<file path="config.mk">
export PLATFORM = sky130hd
export DESIGN_NAME = gpio_ctrl_flat
export DESIGN_NICKNAME = d
export VERILOG_FILES = /design/src/rtl/gpio_pkg.sv /design/src/rtl/gpio_ctrl_if.sv /design/src/rtl/gpio_in_cond.sv /design/src/rtl/gpio_ctrl.sv /design/src/flat_wrapper.sv
export SDC_FILE = /design/constraint.sdc
export NUM_CORES = 1
export LEC_CHECK = 0
export ABC_AREA = 1
export CORE_MARGIN = 4
export CORE_UTILIZATION = 51
export CTS_BUF_LIST = sky130_fd_sc_hd__clkbuf_4
export CTS_CLUSTER_SIZE = 16
export DETAILED_ROUTE_END_ITERATION = 8
export HOLD_SLACK_MARGIN = 0.05
export PLACE_DENSITY = 0.86
export SLEW_MARGIN = 40
export SYNTH_ARGS = -nofsm -noshare
export SYNTH_HDL_FRONTEND = slang
export SYNTH_SLANG_ARGS = --single-unit
</file>
<file path="constraint.sdc">
create_clock -name clk -period 3.2 [get_ports clk]
set_clock_uncertainty 0.2 [all_clocks]
set_input_delay 0.64 -clock clk [delete_from_list [all_inputs] [get_ports clk]]
set_output_delay 0.64 -clock clk [all_outputs]
set_load 0.005 [all_outputs]
</file>
<file path="src/rtl/gpio_pkg.sv">
// gpio_pkg: register index enum and byte offsets of the GPIO register window
package gpio_pkg;

    typedef enum logic [2:0] {
        REG_DATA_OUT   = 3'd0,
        REG_DATA_IN    = 3'd1,
        REG_DIR        = 3'd2,
        REG_IRQ_EN     = 3'd3,
        REG_IRQ_STATUS = 3'd4,
        REG_EDGE_SEL   = 3'd5
    } gpio_reg_e;

    localparam int unsigned GPIO_DATA_OUT_OFS   = int'(REG_DATA_OUT)   << 2;
    localparam int unsigned GPIO_DATA_IN_OFS    = int'(REG_DATA_IN)    << 2;
    localparam int unsigned GPIO_DIR_OFS        = int'(REG_DIR)        << 2;
    localparam int unsigned GPIO_IRQ_EN_OFS     = int'(REG_IRQ_EN)     << 2;
    localparam int unsigned GPIO_IRQ_STATUS_OFS = int'(REG_IRQ_STATUS) << 2;
    localparam int unsigned GPIO_EDGE_SEL_OFS   = int'(REG_EDGE_SEL)   << 2;

endpackage

</file>
<file path="src/rtl/gpio_ctrl_if.sv">
// gpio_ctrl_if: core data bus slice seen by the GPIO peripheral (select, offset, write, read data)
interface gpio_ctrl_if #(
    parameter int DATA_WIDTH = 32,
    parameter int ADDR_BITS  = 5
);
    logic                  sel_i;
    logic [ADDR_BITS-1:0]  addr_i;
    logic [DATA_WIDTH-1:0] wdata_i;
    logic                  we_i;
    logic [DATA_WIDTH-1:0] rdata_o;

    modport master (output sel_i, addr_i, wdata_i, we_i, input rdata_o);
    modport slave  (input sel_i, addr_i, wdata_i, we_i, output rdata_o);
endinterface

</file>
<file path="src/rtl/gpio_in_cond.sv">
// gpio_in_cond: one pin's input path - synchroniser, optional debounce (GPIO_DEBOUNCE_EN), edge detect
module gpio_in_cond
`ifdef GPIO_DEBOUNCE_EN
#(
    parameter int DEBOUNCE_CYCLES = 4
)
`endif
(
    input  logic clk,
    input  logic reset,
    input  logic pin_i,
    input  logic rise_sel_i,
    output logic level_o,
    output logic event_o
);
    logic s1_q, s2_q, prev_q;

    // two-flop synchroniser for the asynchronous pin
    always_ff @(posedge clk or negedge reset)
        if (!reset) {s1_q, s2_q} <= 2'b00;
        else        {s1_q, s2_q} <= {pin_i, s1_q};

`ifdef GPIO_DEBOUNCE_EN
    localparam int CW = $clog2(DEBOUNCE_CYCLES + 1);
    logic          filt_q, filt_d;
    logic [CW-1:0] cnt_q, cnt_d;
    logic          done;

    assign done = cnt_q == CW'(DEBOUNCE_CYCLES - 1);

    // filtered level follows s2 only after it has differed for DEBOUNCE_CYCLES cycles in a row
    always_comb begin
        cnt_d  = (s2_q == filt_q || done) ? '0 : cnt_q + 1'b1;
        filt_d = (s2_q != filt_q && done) ? s2_q : filt_q;
    end

    // debounce state
    always_ff @(posedge clk or negedge reset)
        if (!reset) begin
            filt_q <= 1'b0;
            cnt_q  <= '0;
        end else begin
            filt_q <= filt_d;
            cnt_q  <= cnt_d;
        end

    assign level_o = filt_q;
`else
    assign level_o = s2_q;
`endif

    // previous conditioned level for edge detection
    always_ff @(posedge clk or negedge reset)
        if (!reset) prev_q <= 1'b0;
        else        prev_q <= level_o;

    assign event_o = rise_sel_i ? (level_o & ~prev_q) : (~level_o & prev_q);
endmodule

</file>
<file path="src/rtl/gpio_ctrl.sv">
// gpio_ctrl: memory-mapped GPIO with direction, synchronised inputs and W1C edge interrupts;
// define GPIO_DEBOUNCE_EN to insert a per-pin debounce filter in the input path
module gpio_ctrl
    import gpio_pkg::*;
#(
    parameter int DATA_WIDTH      = 32,
    parameter int NUM_PINS        = 8,
    parameter int ADDR_BITS       = 5,
    parameter int DEBOUNCE_CYCLES = 4
) (
    input  logic                clk,
    input  logic                reset,
    gpio_ctrl_if.slave          bus,
    input  logic [NUM_PINS-1:0] gpio_in,
    output logic [NUM_PINS-1:0] gpio_out,
    output logic [NUM_PINS-1:0] gpio_oe,
    output logic                irq_o
);
    localparam int WB = ADDR_BITS - 2;

    if (NUM_PINS < 1 || NUM_PINS > DATA_WIDTH || ADDR_BITS < 5 || DEBOUNCE_CYCLES < 1) begin : g_param_check
        $error("gpio_ctrl: illegal parameter combination");
    end

    logic [NUM_PINS-1:0] data_out_q, data_out_d;
    logic [NUM_PINS-1:0] dir_q, dir_d;
    logic [NUM_PINS-1:0] irq_en_q, irq_en_d;
    logic [NUM_PINS-1:0] status_q, status_d;
    logic [NUM_PINS-1:0] edge_sel_q, edge_sel_d;
    logic [NUM_PINS-1:0] level_w, event_w, wr, rd_pins;
    logic [WB-1:0]       word;
    logic hit_dout, hit_din, hit_dir, hit_en, hit_stat, hit_esel, we;
    logic unused_bus;

    assign word       = bus.addr_i[ADDR_BITS-1:2];
    assign wr         = bus.wdata_i[NUM_PINS-1:0];
    assign we         = bus.we_i;
    assign unused_bus = ^{bus.addr_i[1:0], bus.wdata_i};

    assign hit_dout = bus.sel_i && word == WB'(GPIO_DATA_OUT_OFS   >> 2);
    assign hit_din  = bus.sel_i && word == WB'(GPIO_DATA_IN_OFS    >> 2);
    assign hit_dir  = bus.sel_i && word == WB'(GPIO_DIR_OFS        >> 2);
    assign hit_en   = bus.sel_i && word == WB'(GPIO_IRQ_EN_OFS     >> 2);
    assign hit_stat = bus.sel_i && word == WB'(GPIO_IRQ_STATUS_OFS >> 2);
    assign hit_esel = bus.sel_i && word == WB'(GPIO_EDGE_SEL_OFS   >> 2);

    for (genvar i = 0; i < NUM_PINS; i++) begin : g_pin
`ifdef GPIO_DEBOUNCE_EN
        gpio_in_cond #(.DEBOUNCE_CYCLES(DEBOUNCE_CYCLES)) u_cond (
`else
        gpio_in_cond u_cond (
`endif
            .clk        (clk),
            .reset      (reset),
            .pin_i      (gpio_in[i]),
            .rise_sel_i (edge_sel_q[i]),
            .level_o    (level_w[i]),
            .event_o    (event_w[i])
        );
    end

    // register writes; status clears on written ones but a same-cycle edge event wins
    always_comb begin
        data_out_d = (we && hit_dout) ? wr : data_out_q;
        dir_d      = (we && hit_dir)  ? wr : dir_q;
        irq_en_d   = (we && hit_en)   ? wr : irq_en_q;
        edge_sel_d = (we && hit_esel) ? wr : edge_sel_q;
        status_d   = (status_q & ~((we && hit_stat) ? wr : '0)) | event_w;
    end

    // register state
    always_ff @(posedge clk or negedge reset)
        if (!reset) begin
            data_out_q <= '0;
            dir_q      <= '0;
            irq_en_q   <= '0;
            status_q   <= '0;
            edge_sel_q <= '0;
        end else begin
            data_out_q <= data_out_d;
            dir_q      <= dir_d;
            irq_en_q   <= irq_en_d;
            status_q   <= status_d;
            edge_sel_q <= edge_sel_d;
        end

    // combinational read mux; unmapped offsets and deselected bus read zero
    always_comb begin
        rd_pins = hit_dout ? data_out_q :
                  hit_din  ? level_w    :
                  hit_dir  ? dir_q      :
                  hit_en   ? irq_en_q   :
                  hit_stat ? status_q   :
                  hit_esel ? edge_sel_q : '0;
    end

    assign bus.rdata_o = DATA_WIDTH'(rd_pins);
    assign gpio_out    = data_out_q;
    assign gpio_oe     = dir_q;
    assign irq_o       = |(status_q & irq_en_q);
endmodule
</file>
<file path="src/flat_wrapper.sv">
// flat-port wrapper written by rule: the top's interface ports become plain ports
module gpio_ctrl_flat import gpio_pkg::*;
#(
    parameter int DATA_WIDTH      = 32,
    parameter int NUM_PINS        = 8,
    parameter int ADDR_BITS       = 5,
    parameter int DEBOUNCE_CYCLES = 4
)
  (clk, reset, gpio_in, gpio_out, gpio_oe, irq_o, bus_sel_i, bus_addr_i, bus_wdata_i, bus_we_i, bus_rdata_o);
  gpio_ctrl_if #(.DATA_WIDTH(DATA_WIDTH), .ADDR_BITS(ADDR_BITS)) bus_i ();
  input  logic clk;
  input  logic reset;
  input  logic [NUM_PINS-1:0] gpio_in;
  output logic [NUM_PINS-1:0] gpio_out;
  output logic [NUM_PINS-1:0] gpio_oe;
  output logic irq_o;
  input wire logic [$bits(bus_i.sel_i)-1:0] bus_sel_i;
  input wire logic [$bits(bus_i.addr_i)-1:0] bus_addr_i;
  input wire logic [$bits(bus_i.wdata_i)-1:0] bus_wdata_i;
  input wire logic [$bits(bus_i.we_i)-1:0] bus_we_i;
  output wire logic [$bits(bus_i.rdata_o)-1:0] bus_rdata_o;
  assign bus_i.sel_i = bus_sel_i;
  assign bus_i.addr_i = bus_addr_i;
  assign bus_i.wdata_i = bus_wdata_i;
  assign bus_i.we_i = bus_we_i;
  assign bus_rdata_o = bus_i.rdata_o;
  gpio_ctrl #(.DATA_WIDTH(DATA_WIDTH), .NUM_PINS(NUM_PINS), .ADDR_BITS(ADDR_BITS), .DEBOUNCE_CYCLES(DEBOUNCE_CYCLES)) u_core (.clk(clk), .reset(reset), .bus(bus_i), .gpio_in(gpio_in), .gpio_out(gpio_out), .gpio_oe(gpio_oe), .irq_o(irq_o));
endmodule
</file>
==> summary.txt, run 1 <==
Status
  – Status: finished clean

Drt
  – Post-route DRC: 0
  – Routed length per instance: 13.7 µm
  – Remaining antenna violation count: 0
  – Routed vias/inst: 5.04
  – Iteration-0 DRC Markers: 193
  – Drt pass-1 iters: 4
  – Final WL: 6470 µm
  – Via count: between 2k and 2.5k

Critical path
  – Critical-path cell list: dlygate4sd2_1, inv_2, nor2_4, inv_2, nor2_2, buf_4, nand2_1, nand4_1, clkdlybuf4s50_1
  – FF-to-FF Start: u_core.g_pin[1].u_cond.level_o
  – Largest stage delay, worst path: about 0.5 ns
  – Crit Path Category: in2out
  – Crit end category: primary output
  – Critical Path Slowest Stage Cell: clkdlybuf4s50_1
  – Required @ worst endpoint: between 2 and 2.5 ns
  – Crit. Startpoint: bus_sel_i
  – Cell mode on critical path: inv_2
  – Worst EP arrival: ~2.2 ns
  – Startpoint types: primary input
  – Crit-path max FO: 4

Die
  – Die width: about 85 µm
  – # IOs: 98
  – Die area: 7280 µm²
  – Effective utilization at floorplan: 54.1%
  – # rows: 27
  – Die Y: 85.3 µm
  – Total core area: ~5600 µm²

Global routing
  – First-pass GRT wire length: 11000 µm
  – Antenna violations before repair: 0
  – Largest net degree at the start of global routing: 23
  – Vias in the first global route: 2307
  – Grt ovf: 0
  – Total track usage: 19.4%

CTS
  – Sink Count: 64
  – Post-CTS setup buffer count: 0
  – Clock Root Buffer: clkbuf_4
  – CTS max path bufs: 2
  – Clk slew on worst S/H paths: 0.09 ns
  – H-Tree Depth: 3
  – Clk_lat worst skew: roughly 0.40 ns
  – CTS Buf Count: 9
  – TritonCTS clock tree: yes

STA
  – Hold Vio Cnt, Final: 0
  – Final setup viols: 0
  – Worst hold margin: 0.157 ns
  – Max Freq: 333 MHz
  – Slew Limit Fails: 0
  – Min Clock Period, post-route: 3.00 ns
  – Period utilization: 93.7%
  – Worst setup slack after layout: 0.201 ns
  – RSZ-0062 raised after global routing: no

Layout
  – Area grow syn2layout: 22.9%
  – ANT cells: 0
  – Nets: approximately 450
  – Fin util: 66.5%
  – Final instance area: 3750 µm²
  – Share of cells above drive strength 1: 18.7%

Pwr
  – Pleak: 1.84 nW
  – Pwr/cell area: 529 nW/µm²
  – Maximum vdd drop: 0.302 mV

Logic synthesis
  – Main synth FF type: dfrtp_1
  – Top cell type's share of synthesized area: 52.5%
  – Post-synthesis cell count: 329
  – EDFF count, synth: 0
  – YS warnings: 0
  – Synthesized cell area: 3050 µm²
  – Seq/Total Area, Yosys: 52.5%
  – Area contributors post-synth: dfrtp_1 53%, nand2_1 11%, o21ai_2 6.9%
  – Post-synth ARST share: 100%
  – Yosys cell types: 22
  – Mean post-synth cell area: 9.27 µm²
  – Leading area contributor after synthesis: dfrtp_1
  – Synthesis-stage register bit count: 64

Placement
  – Final GP Congestion: 0.825
  – PortBufs: 47
  – Post-DP Area: 3570 µm²
  – Pre-CTS setup slack: -0.0671 ns
  – Dpl hpwl: 4720 µm

Job
  – Max-Cap Viols: 0

Min path
  – Hold Path Class: reg2reg
  – HP Start: u_core.g_pin[0].u_cond.s1_q
## state kept, by name, indices dropped and copies added (netlist names)
signal and count:
u_core.edge_sel_q 8, u_core.g_pin.u_cond.level_o 8, u_core.g_pin.u_cond.prev_q 8, u_core.g_pin.u_cond.s1_q 8
u_core.gpio_oe 8, u_core.gpio_out 8, u_core.irq_en_q 8, u_core.status_q 8
## through the flow
stage / TNS (ns) / power (mW) / cells
floorplan: 0 / 1.20 / 352
global placement: -0.0775 / 1.38 / 456
detailed placement: -0.342 / 1.40 / 456
CTS: 0 / 2.00 / 473
global route: 0 / 2.09 / 473
finish: 0 / 1.98 / 473
## area by class of cell
class	instances	area [µm²]
Clock buffer	11	82.6
Inverter	25	93.8
Multi-Input combinational cell	233	1210
Fill cell	467	1890
Clock inverter	5	71.3
Tap cell	72	90.1
Timing Repair Buffer	63	598
Sequential cell	64	1600
## worst max-delay path, delay by kind of cell
family        cells  cell delay, ns
buf+inv           5            1.12
simple gates      4            0.39
## per-layer routing
metal	routed length (µm)	vias to the layer above	share of wire, %	track usage [%]
met2	3150	95	49	30.2
met4	54	0	0.83	9.06
met1	2770	1116	43	26.1
met5	0	-	0	0
met3	503	8	7.8	4.08
li1	-	1165	-	-
## where the power goes
part,internal [mW],switching (mW)
combinational,0.206,0.180
clock,0.328,0.273
sequential,0.911,0.0848
## what timing repair did
action / in CTS / in global routing
endpoints found under the setup margin: 8 / 7
hold buffers: 1 / 0
pin swaps: 1 / 1
endpoints found under the hold margin: 20 / 0
gates resized for setup: 4 / 7
cloned: 0 / 0
## Yosys cell counts (3+ instances only)
master	n
buf_6	3
nand3b_1	8
inv_2	3
nand2_4	4
nand2_1	88
inv_1	22
dfrtp_1	64
nor2_4	5
o21ai_0	8
buf_4	25
o21ai_1	8
nand4_1	9
nand2_2	4
nand3_1	24
nor2_1	22
o21ai_2	24
## cells by family after synthesis
logic type / Yosys count / synth area share, %
AND/OR/NAND/NOR: 167 / 26.6
buffers and inverters: 55 / 10.7
other: 1 / 0.123
flip-flops: 64 / 52.5
AO/OA/AOI/OAI: 42 / 10.1
## final timing paths
| check | endpoint | slack, ns | cells after the start |
|---|---|---|---|
| setup / recovery | bus_rdata_o[6] | 0.20 | 9 |
| hold / removal | u_core.g_pin[0].u_cond.level_o | 0.16 | 0 |
| setup reg to reg | u_core.status_q[1] | 2.22 | 4 |
| hold reg to reg | u_core.g_pin[0].u_cond.level_o | 0.16 | 0 |
| max in group asynchronous | u_core.irq_en_q[2] | 1.64 | 3 |
| min in group asynchronous | u_core.gpio_oe[1] | 0.50 | 2 |
## cell usage in the layout (no fill, tap or decap), types with 3 or more instances in the layout
| cell type | instances |
|---|---|
| o21ai_1 | 8 |
| dfrtp_1 | 64 |
| clkdlybuf4s50_1 | 39 |
| inv_2 | 5 |
| nand3b_1 | 8 |
| nor2_4 | 5 |
| nand2_1 | 88 |
| o21ai_2 | 24 |
| nand2_2 | 4 |
| buf_4 | 14 |
| o21ai_0 | 8 |
| dlygate4sd2_1 | 3 |
| clkbuf_4 | 11 |
| nand3_1 | 24 |
| conb_1 | 24 |
| nand4_1 | 9 |
| clkinv_1 | 3 |
| nor2_1 | 21 |
| nand2_4 | 4 |
| inv_1 | 20 |
| dlymetal6s2s_1 | 4 |
Note: power is estimated with default switching activity, not from simulation.
==> run 2, diff against run 1 <==
--- a/config.mk
+++ b/config.mk
@@ -7,13 +7,14 @@
 export LEC_CHECK = 0
 export ABC_AREA = 1
 export CORE_MARGIN = 4
-export CORE_UTILIZATION = 51
+export CORE_UTILIZATION = 52
 export CTS_BUF_LIST = sky130_fd_sc_hd__clkbuf_4
 export CTS_CLUSTER_SIZE = 16
 export DETAILED_ROUTE_END_ITERATION = 8
 export HOLD_SLACK_MARGIN = 0.05
-export PLACE_DENSITY = 0.86
+export PLACE_DENSITY = 0.87
 export SLEW_MARGIN = 40
 export SYNTH_ARGS = -nofsm -noshare
 export SYNTH_HDL_FRONTEND = slang
+export SYNTH_HIERARCHICAL = 1
 export SYNTH_SLANG_ARGS = --single-unit
==> summary.txt, run 2 <==
Status
  – Status: finished clean

Logic synthesis
  – Synthesized cell area: 3110 µm² (+2.1%)
  – Most frequent cell after synthesis: nand2_1
  – Seq/Total Area, Yosys: 51.4% (-1.1 points)
  – Post-synth ARST share: 100% (unchanged)
  – Leading area contributor after synthesis: dfrtp_1
  – Commonest cells post-synth: 98 x nand2_1, 64 x dfrtp_1, 47 x inv_1, 32 x nand3_1, 25 x buf_4
  – Top cell type's share of synthesized area: 51.4% (-1.1 points)
  – Main synth FF type: dfrtp_1
  – Post-synthesis cell count: 354 (+7.6%)
  – Area contributors post-synth: dfrtp_1 51%, nand2_1 12%, o21ai_2 6.7%
  – EDFF count, synth: 0 (unchanged)
  – Yosys cell types: 21 (-4.5%)
  – YS warnings: 6 (+6)
  – Synthesis-stage register bit count: 64 (unchanged)
  – Mean post-synth cell area: 8.80 µm² (-5.1%)

STA
  – Worst hold margin: 0.0680 ns (-0.0887 ns)
  – Slew Limit Fails: 0 (unchanged)
  – RSZ-0062 raised after global routing: no
  – Worst setup slack after layout: 0.368 ns (+0.168 ns)
  – Period utilization: 88.5% (-5.2 points)
  – Final setup viols: 0 (unchanged)
  – Setup TNS: 0 ns (unchanged)
  – Relative max-transition margin: between 50 and 60%
  – Max Freq: 353 MHz (+5.9%)
  – Worst Tran Pin Value: 0.693 ns
  – Hold Vio Cnt, Final: 0 (unchanged)
  – Min Clock Period, post-route: 2.83 ns (-0.168 ns)

Pwr
  – Final Power: 1.83 mW (-7.5%)
  – Comb power frac: 21.4% (+2.0 points)
  – Pleak: 1.88 nW (+2.1%)
  – Seq pwr share: 54.6% (+4.3 points)
  – NetSw: 567 µW (+5.4%)
  – Maximum vdd drop: 0.292 mV (-3.3%)
  – Cell-internal power: 1.27 mW (-12%)
  – Clock power frac: 24.0% (-6.3 points)
  – Sw Ratio: 30.9% (+3.8 points)
  – Pwr/cell area: 491 nW/µm² (-7.2%)

CTS
  – Clk_lat worst skew: 0.40 ns (about the same)
  – H-Tree Depth: 3 (unchanged)
  – Clock Root Buffer: clkbuf_4
  – CTS max path bufs: 2 (unchanged)
  – Sink Count: 64 (unchanged)
  – Clk slew on worst S/H paths: 0.10 ns (about the same)
  – CTS Buf Count: 9 (unchanged)
  – TritonCTS clock tree: yes
  – Post-CTS setup buffer count: 0 (unchanged)

Global routing
  – Largest net degree at the start of global routing: 34 (+48%)
  – Grt ovf: 0 (unchanged)
  – First-pass GRT wire length: 10600 µm (-3.8%)
  – Antenna violations before repair: 0 (unchanged)
  – Vias in the first global route: 2168 (-6.0%)
  – Total track usage: 18.9% (-0.57 points)

Critical path
  – Required @ worst endpoint: 2.36 ns (about the same)
  – R2r endpoint: u_core/status_q[3]
  – Worst EP arrival: 1.99 ns (-0.17 ns)
  – FF-to-FF Start: u_core/edge_sel_q[3]
  – Reg2reg setup slack: 2.15 ns (-0.07 ns)
  – Crit Path Category: in2out
  – Crit end category: primary output
  – Crit-path max FO: 6 (+2)
  – Startpoint types: primary input
  – R2r worst-path depth: 5 (+1)

Drt
  – Iteration-0 DRC Markers: 252 (+31%)
  – Routed length per instance: 13.5 µm (-1.3%)
  – Post-route DRC: 0 (unchanged)
  – Via count: 2479 (+4.0%)
  – Remaining antenna violation count: 0 (unchanged)
  – Final WL: 6680 µm (+3.3%)
  – Drt pass-1 iters: 5 (+1)
  – Routed vias/inst: 5.01 (-0.64%)

Die
  – Effective utilization at floorplan: 55.2% (+1.1 points)
  – Die Y: 85.4 µm (about the same)
  – Die area: 7290 µm² (+0.12%)
  – # rows: 27 (unchanged)
  – Die width: 85.4 µm (about the same)
  – # IOs: 98 (unchanged)
  – Total core area: 5640 µm² (unchanged)

Layout
  – Final instance area: 3740 µm² (-0.30%)
  – Fill cells: 465 (-0.43%)
  – Nets: 467 (+4.9%)
  – Multi-input logic area: 1180 µm² (-2.4%)
  – Commonest cells after routing, fill and taps aside: 98 x nand2_1, 64 x dfrtp_1, 45 x inv_1
  – ANT cells: 0 (unchanged)
  – Share of cells above drive strength 1: 16.8% (-1.9 points)
  – Area grow syn2layout: 20.0%
  – Leading cell type in the layout, fill and taps excluded: nand2_1
  – Register area: 1600 µm² (unchanged)

Placement
  – Dpl hpwl: 4850 µm (+2.7%)
  – Final GP Congestion: 0.871 (+5.6%)
  – Post-DP Area: 3620 µm² (+1.4%)
  – PortBufs: 47 (unchanged)
  – Pre-CTS setup slack: 0.00193 ns (+0.0690 ns)

Job
  – Max-Cap Viols: 0 (unchanged)

Min path
  – Hold Path Class: in2async
[run 2: cell count changes after synthesis, sizes merged]
cell and change:
inv +24, nor2 -9, nand3b -8, nand3 +8, nand2 +10
[run 2: layout make-up]
| type | count | area share, % |
|---|---|---|
| Sequential cell | 64 | 42.8 |
| Multi-Input combinational cell | 234 | 31.7 |
| Timing Repair Buffer | 60 | 15.3 |
| Inverter | 49 | 4.92 |
| Tap cell | 72 | 2.41 |
| Clock buffer | 9 | 1.81 |
| Clock inverter | 7 | 1.04 |
[run 2: per-layer routing]
metal	vias up	share of wire, %	global-route usage (%)
met4	0	2.0	9.35
li1	1205	-	-
met5	-	0	0
met1	1158	43	25.1
met2	105	47	28.7
met3	11	8.2	4.76
[run 2: how the worst max path moves through the flow]
stage / startpoint / to / slack [ns] / cells past startpoint
6_report: bus_addr_i[4] / bus_rdata_o[1] / 0.37 / 8
3_5_place_dp: bus_addr_i[2] / bus_rdata_o[1] / 0.002 / 9
2_1_floorplan: bus_sel_i / bus_rdata_o[0] / 0.94 / 7
3_3_place_gp: bus_sel_i / bus_rdata_o[1] / 0.02 / 9
5_1_grt: bus_addr_i[4] / bus_rdata_o[3] / 0.24 / 8
4_1_cts: bus_sel_i / bus_rdata_o[1] / 0.01 / 9
[run 2: power groups by stage]
stage               combinational (mW)  clock (mW)  sequential [mW]
floorplan                        0.218           0            0.998
global placement                 0.381           0             1.01
detailed placement               0.395           0             1.02
CTS                              0.398       0.449             1.00
global route                     0.436       0.491             1.02
finish                           0.393       0.440             1.00
[run 2: timing repair]
item | in CTS | in global routing
gates resized for setup | 2 | 4
setup endpoints to repair | 1 | 8
pin swaps | 2 | 2
hold buffers | 0 | 0
[run 2: critical path: stages]
cell and delay [ns]:
dlymetal6s2s_1 0.20, nand2_2 0.14, nor2_4 0.25, nand2_1 0.08, nand2_1 0.08, nor2_1 0.05
nand3_1 0.06, clkdlybuf4s50_1 0.51
[run 2: cell families after synthesis]
kind of cell,count (synthesis),share of synthesized area [%]
and+or+nand+nor,168,25.2
buffers and inverters,79,13.3
DFF,64,51.4
AOI/OAI and AO/OA,42,9.88
other,1,0.120
[run 2: stage by stage]
| step | util, % | instances |
|---|---|---|
| after floorplan | - | 377 |
| after global placement | 64.2 | 479 |
| after global routing | 66.3 | 495 |
| after detailed placement | 64.2 | 479 |
| final | 66.3 | 495 |
| after CTS | 66.1 | 495 |
